===== config.mk =====
export PLATFORM = sky130hd
export DESIGN_NAME = sim_trap_ctrl
export DESIGN_NICKNAME = d
export VERILOG_FILES = /design/src/rtl/sim_trap_ctrl.sv
export SDC_FILE = /design/constraint.sdc
export NUM_CORES = 1
export LEC_CHECK = 0
export CAP_MARGIN = 25
export CORE_MARGIN = 1.5
export CORE_UTILIZATION = 28
export CTS_BUF_LIST = sky130_fd_sc_hd__clkbuf_2 sky130_fd_sc_hd__clkbuf_4 sky130_fd_sc_hd__clkbuf_8
export DETAILED_ROUTE_END_ITERATION = 12
export PLACE_DENSITY = 0.64
export SYNTH_ARGS = -nofsm -noshare
export SYNTH_HDL_FRONTEND = slang
export SYNTH_SLANG_ARGS = --single-unit

===== constraint.sdc =====
create_clock -name clk -period 2.87 [get_ports clk]
set_input_delay 0.4305 -clock clk [delete_from_list [all_inputs] [get_ports clk]]
set_output_delay 0.4305 -clock clk [all_outputs]
set_load 0.01 [all_outputs]

===== src/rtl/sim_trap_ctrl.sv =====
// sim_trap_ctrl: simulation-only retire/trap sequencer between the core's
// retire stage and the difftest host.
//   clk, rst          : core clock, synchronous active-high reset
//   commit_*          : one retiring instruction per cycle (valid, pc, inst, is_break)
//   a0_value          : live x10, latched as the exit value on entry to HALT
//   core_stall        : freezes the core while draining or halted
//   difftest_*        : one-cycle step request carrying the accepted commit
//   halt_req/halt_code: sticky halt, 1=good trap, 2=bad trap, 3=timeout
//   exit_value        : a0 captured on entry to HALT
//   cycle_count       : cycles spent in RUN and DRAIN
//   instr_count       : accepted commits
module sim_trap_ctrl #(
    parameter int unsigned DRAIN_CYCLES = 4,
    parameter int unsigned TIMEOUT      = 1000,
    parameter int unsigned CNT_W        = 64
) (
    input  logic             clk,
    input  logic             rst,
    input  logic             commit_valid,
    input  logic [63:0]      commit_pc,
    input  logic [31:0]      commit_inst,
    input  logic             commit_is_break,
    input  logic [63:0]      a0_value,
    output logic             core_stall,
    output logic             difftest_valid,
    output logic [63:0]      difftest_pc,
    output logic [31:0]      difftest_inst,
    output logic             halt_req,
    output logic [1:0]       halt_code,
    output logic [63:0]      exit_value,
    output logic [CNT_W-1:0] cycle_count,
    output logic [CNT_W-1:0] instr_count
);

    localparam int unsigned DRAIN_W    = $clog2(DRAIN_CYCLES + 1);
    localparam int unsigned WDOG_W     = (TIMEOUT > 1) ? $clog2(TIMEOUT) : 1;
    localparam int unsigned WDOG_LIMIT = (TIMEOUT > 0) ? TIMEOUT - 1 : 0;

    localparam logic [1:0] CODE_GOOD    = 2'd1;
    localparam logic [1:0] CODE_BAD     = 2'd2;
    localparam logic [1:0] CODE_TIMEOUT = 2'd3;

    typedef enum logic [1:0] {
        S_RUN   = 2'd0,
        S_DRAIN = 2'd1,
        S_HALT  = 2'd2
    } state_t;

    state_t              state, state_nxt;
    logic [DRAIN_W-1:0]  drain_cnt, drain_cnt_nxt;
    logic [WDOG_W-1:0]   wdog_cnt, wdog_cnt_nxt;
    logic [1:0]          halt_code_nxt;
    logic [63:0]         exit_value_nxt;
    logic                accept_c;
    logic                wdog_expire_c;

    assign accept_c      = commit_valid && (state == S_RUN);
    // A commit in the expiry cycle wins, so expiry requires no commit.
    assign wdog_expire_c = (TIMEOUT != 0) && (state == S_RUN) && !commit_valid
                           && (wdog_cnt == WDOG_W'(WDOG_LIMIT));

    // Next-state and halt bookkeeping.
    always_comb begin
        state_nxt      = state;
        drain_cnt_nxt  = drain_cnt;
        wdog_cnt_nxt   = wdog_cnt;
        halt_code_nxt  = halt_code;
        exit_value_nxt = exit_value;
        case (state)
            S_RUN: begin
                if (commit_valid) begin
                    wdog_cnt_nxt = '0;
                    if (commit_is_break) begin
                        state_nxt     = S_DRAIN;
                        drain_cnt_nxt = DRAIN_W'(DRAIN_CYCLES);
                    end
                end else if (wdog_expire_c) begin
                    state_nxt      = S_HALT;
                    halt_code_nxt  = CODE_TIMEOUT;
                    exit_value_nxt = a0_value;
                end else if (TIMEOUT != 0) begin
                    wdog_cnt_nxt = wdog_cnt + WDOG_W'(1);
                end
            end
            S_DRAIN: begin
                drain_cnt_nxt = drain_cnt - DRAIN_W'(1);
                if (drain_cnt == DRAIN_W'(1)) begin
                    state_nxt      = S_HALT;
                    halt_code_nxt  = (a0_value == 64'd0) ? CODE_GOOD : CODE_BAD;
                    exit_value_nxt = a0_value;
                end
            end
            S_HALT: begin
                state_nxt = S_HALT;
            end
            default: begin
                state_nxt = S_RUN;
            end
        endcase
    end

    // State, counters and registered outputs.
    always_ff @(posedge clk) begin
        if (rst) begin
            state          <= S_RUN;
            drain_cnt      <= '0;
            wdog_cnt       <= '0;
            core_stall     <= 1'b0;
            difftest_valid <= 1'b0;
            difftest_pc    <= '0;
            difftest_inst  <= '0;
            halt_req       <= 1'b0;
            halt_code      <= '0;
            exit_value     <= '0;
            cycle_count    <= '0;
            instr_count    <= '0;
        end else begin
            state          <= state_nxt;
            drain_cnt      <= drain_cnt_nxt;
            wdog_cnt       <= wdog_cnt_nxt;
            core_stall     <= (state_nxt != S_RUN);
            halt_req       <= (state_nxt == S_HALT);
            halt_code      <= halt_code_nxt;
            exit_value     <= exit_value_nxt;
            difftest_valid <= accept_c;
            if (accept_c) begin
                difftest_pc   <= commit_pc;
                difftest_inst <= commit_inst;
                instr_count   <= instr_count + CNT_W'(1);
            end
            if (state != S_HALT) begin
                cycle_count <= cycle_count + CNT_W'(1);
            end
        end
    end

endmodule

==> flow_metrics.env <==
export IMPL_pre_cts_slack_ps=-62.9
export IMPL_cts_tree="done"
export IMPL_clock_path_buffers=3
export IMPL_leakage_nw=6.42
export IMPL_synth_ff_type="dfxtp_1"
export IMPL_hold_viol=0
export IMPL_slowest_delay_ps=600
export IMPL_initial_core_util_pct=28.4
export IMPL_syn_nets=1737
export IMPL_via_per_inst=4.90
export IMPL_worstSetupPathDepth=5
export IMPL_post_cts_setup_buffers=0
export IMPL_dieArea_um2=46300
export IMPL_tightest_slew_ps=851
export IMPL_fp_dieH_um=215
export IMPL_postCtsHoldBufs=0
export IMPL_grt_pass1_wl_um=69900
export IMPL_yosysTopAreaCellShare_pct=48.9
export IMPL_period_minus_slack_ps=2490
export IMPL_p_total_mw=9.87
export IMPL_vdd_drop_max_uv=452
export IMPL_firstDrtPassIters=5
export IMPL_power_density_nw_per_um2=515
export IMPL_netlist_instances=1568
export IMPL_first_iter_violations=853
export IMPL_endpoint="cycle_count[57]"
export IMPL_drcViolationCount=0
export IMPL_slew_violations=0
export IMPL_final_antenna_net_count=0
export IMPL_root_buffer="clkbuf_8"
export IMPL_layout_drive_gt1_share_pct=7.88
export IMPL_period_share_pct=86.8
export IMPL_core_area_um2=44300
export IMPL_yosys_area_top_type="dfxtp_1"
export IMPL_cts_buffers_inserted=56
export IMPL_vias=13100
export IMPL_cp_top_family="simple AND/OR/NAND/NOR gates"
export IMPL_status="finished, final reports clean"
export IMPL_final_nets=2209
export IMPL_reg2regPathDepth=5
export IMPL_area_growth_pct=52.1
export IMPL_syn_area_um2=12600
export IMPL_rows=77
export IMPL_ys_async_sr_fraction_pct=0
export IMPL_maxCapViolCount=0
export IMPL_cp_required_ps=3420
export IMPL_io_buffers=456
export IMPL_path_cells="nand4_1, nor4_2, nand2_1, or4_1, a21oi_1"
export IMPL_ys_seq_area_share_pct=48.9
export IMPL_die_x_um=215
export IMPL_fillers=4425
export IMPL_register_area_um2=6170
export IMPL_drt_total_wl_um=43700
export IMPL_yosys_warnings=0
export IMPL_cp_buffers_inverters=0
export IMPL_num_io_pins=457
export IMPL_setup_violations=0
export IMPL_wl_per_cell_um=16.4
export IMPL_ys_top_cells_by_count="378 x nand2_1, 308 x dfxtp_1, 231 x a21oi_1"
export IMPL_rrSetupSlack_ps=380
export IMPL_grt_setup_unrepaired="false"
export IMPL_hold_class="in2reg"
export IMPL_clock_latency_ps=620
export IMPL_synth_most_common_cell="nand2_1"
export IMPL_cp_slowest_cell="nor4_2"
export IMPL_setup_ws_ps=378
export IMPL_ys_seq_elements=308
export IMPL_htreeDepth=2
export IMPL_critPathMaxFanout=14
export IMPL_cts_resized=0
export IMPL_crit_start="cycle_count[37]"
export IMPL_arrival_ps=3040
export IMPL_start_kind="flip-flop"
export IMPL_antenna_found_initial=0
export IMPL_grt_start_max_net_pins=115
export IMPL_dp_hpwl_um=31900
export IMPL_yosys_top_cells_area="dfxtp_1 49%, nand2_1 11%, a21oi_1 9.2%, xor2_1 3.3%, nor2_1 3.0%"
export IMPL_whs_ps=309
export IMPL_end_kind="flip-flop"
export IMPL_clk_pin_slew_ps=60
export IMPL_diodes=0
export IMPL_ys_types=47
export IMPL_worstSetupPathType="reg2reg"
export IMPL_r2r_start="cycle_count[37]"
export IMPL_r2r_end="cycle_count[57]"
export IMPL_syn_area_per_cell_um2=8.04
export IMPL_clock_skew_ps=17.7
export IMPL_grt_pass1_vias=12800
export IMPL_synth_edff_count=0
export IMPL_cts_sinks=308
export IMPL_multi_input_area_um2=6000
export IMPL_grt_usage_pct=18.5
export IMPL_grt_overflow_total=0
export IMPL_fmax_ghz=0.401
export IMPL_place_gp_congestion=0.841
export IMPL_finalSetupTns_ps=0
export IMPL_slew_headroom_pct=43.3
[flip-flops by register name (all words and copies together) (netlist names)]
register and count:
cycle_count 64, difftest_pc 64, exit_value 64, instr_count 64, difftest_inst 32, wdog_cnt 10
drain_cnt 3, halt_code 2, state 2, core_stall 1, difftest_valid 1, halt_req 1
[worst min path at each step]
stage                   start         endpoint  slack (ps)  cells past startpoint
6_report                  rst  instr_count[44]         310                      2
5_1_grt                   rst  instr_count[44]         280                      2
4_1_cts                   rst   cycle_count[0]         270                      2
3_5_place_dp   exit_value[14]   exit_value[14]         440                      2
3_3_place_gp   exit_value[31]   exit_value[31]         440                      2
2_1_floorplan    drain_cnt[1]     drain_cnt[1]         450                      2
[through the flow]
step,cells,util [%],area [um2]
floorplan,1568,-,12600
global placement,2574,40.5,17900
detailed placement,2574,40.5,17900
CTS,2673,43.3,19200
global route,2673,43.3,19200
finish,2673,43.3,19200
[cell type report]
class	instances	area share (%)
multi-input cells	1156	31.3
inverters	16	0.313
clock inverters	9	0.392
clock buffers	90	6.01
well taps	592	3.86
flip-flops and latches	308	32.2
repair buffers	502	26.0
[report_power, final]
group | switching [mW] | total (mW) | internal, mW
sequential | 0.0716 | 4.47 | 4.40
combinational | 0.430 | 0.925 | 0.495
clock | 1.87 | 4.47 | 2.61
[routing by layer]
layer	GRT usage [%]	vias to the layer above	share of wire [%]	wire [um]
met5	0	-	0	0
met4	6.81	0	2.7	1190
met3	5.69	74	8.2	3570
met2	30.6	472	47	20600
met1	22.4	6171	42	18400
li1	-	6391	-	-
[logic make-up (layout without fill, tap and decap cells)]
kind of cell | after synthesis | in the layout | synth area share, %
simple gates | 777 | 777 | 29.4
buf+inv | 104 | 617 | 3.52
flops | 308 | 308 | 48.9
compound gates | 304 | 304 | 12.8
xor+xnor | 68 | 68 | 4.73
mux | 2 | 2 | 0.169
fa+ha+maj | 5 | 5 | 0.496
[cell usage in the layout (no fill, tap or decap), types with 2 or more instances in the layout]
| cell type | Yosys | final |
|---|---|---|
| dfxtp_1 | 308 | 308 |
| clkbuf_4 | 0 | 14 |
| and3_1 | 13 | 13 |
| clkbuf_8 | 0 | 76 |
| nor4_1 | 32 | 32 |
| o31ai_1 | 24 | 24 |
| o21ai_0 | 43 | 43 |
| or4_1 | 26 | 26 |
| nand2b_1 | 5 | 5 |
| and2_1 | 7 | 6 |
| nand4_1 | 58 | 58 |
| nor4_2 | 3 | 3 |
| xnor2_1 | 21 | 21 |
| buf_12 | 0 | 5 |
| nand3_1 | 60 | 60 |
| clkinv_2 | 0 | 6 |
| nand2_1 | 378 | 378 |
| or3_1 | 39 | 39 |
| nor3_1 | 22 | 22 |
| nor2b_1 | 8 | 8 |
| xor2_1 | 47 | 47 |
| and4_1 | 9 | 9 |
| a21oi_1 | 231 | 231 |
| nor2_1 | 101 | 101 |
| or2_2 | 4 | 4 |
| buf_4 | 2 | 41 |
| a211oi_1 | 2 | 2 |
| inv_1 | 16 | 16 |
| clkdlybuf4s50_1 | 0 | 455 |
| ha_1 | 5 | 5 |
| clkinvlp_4 | 0 | 2 |
Note: power is estimated with default switching activity, not from simulation.
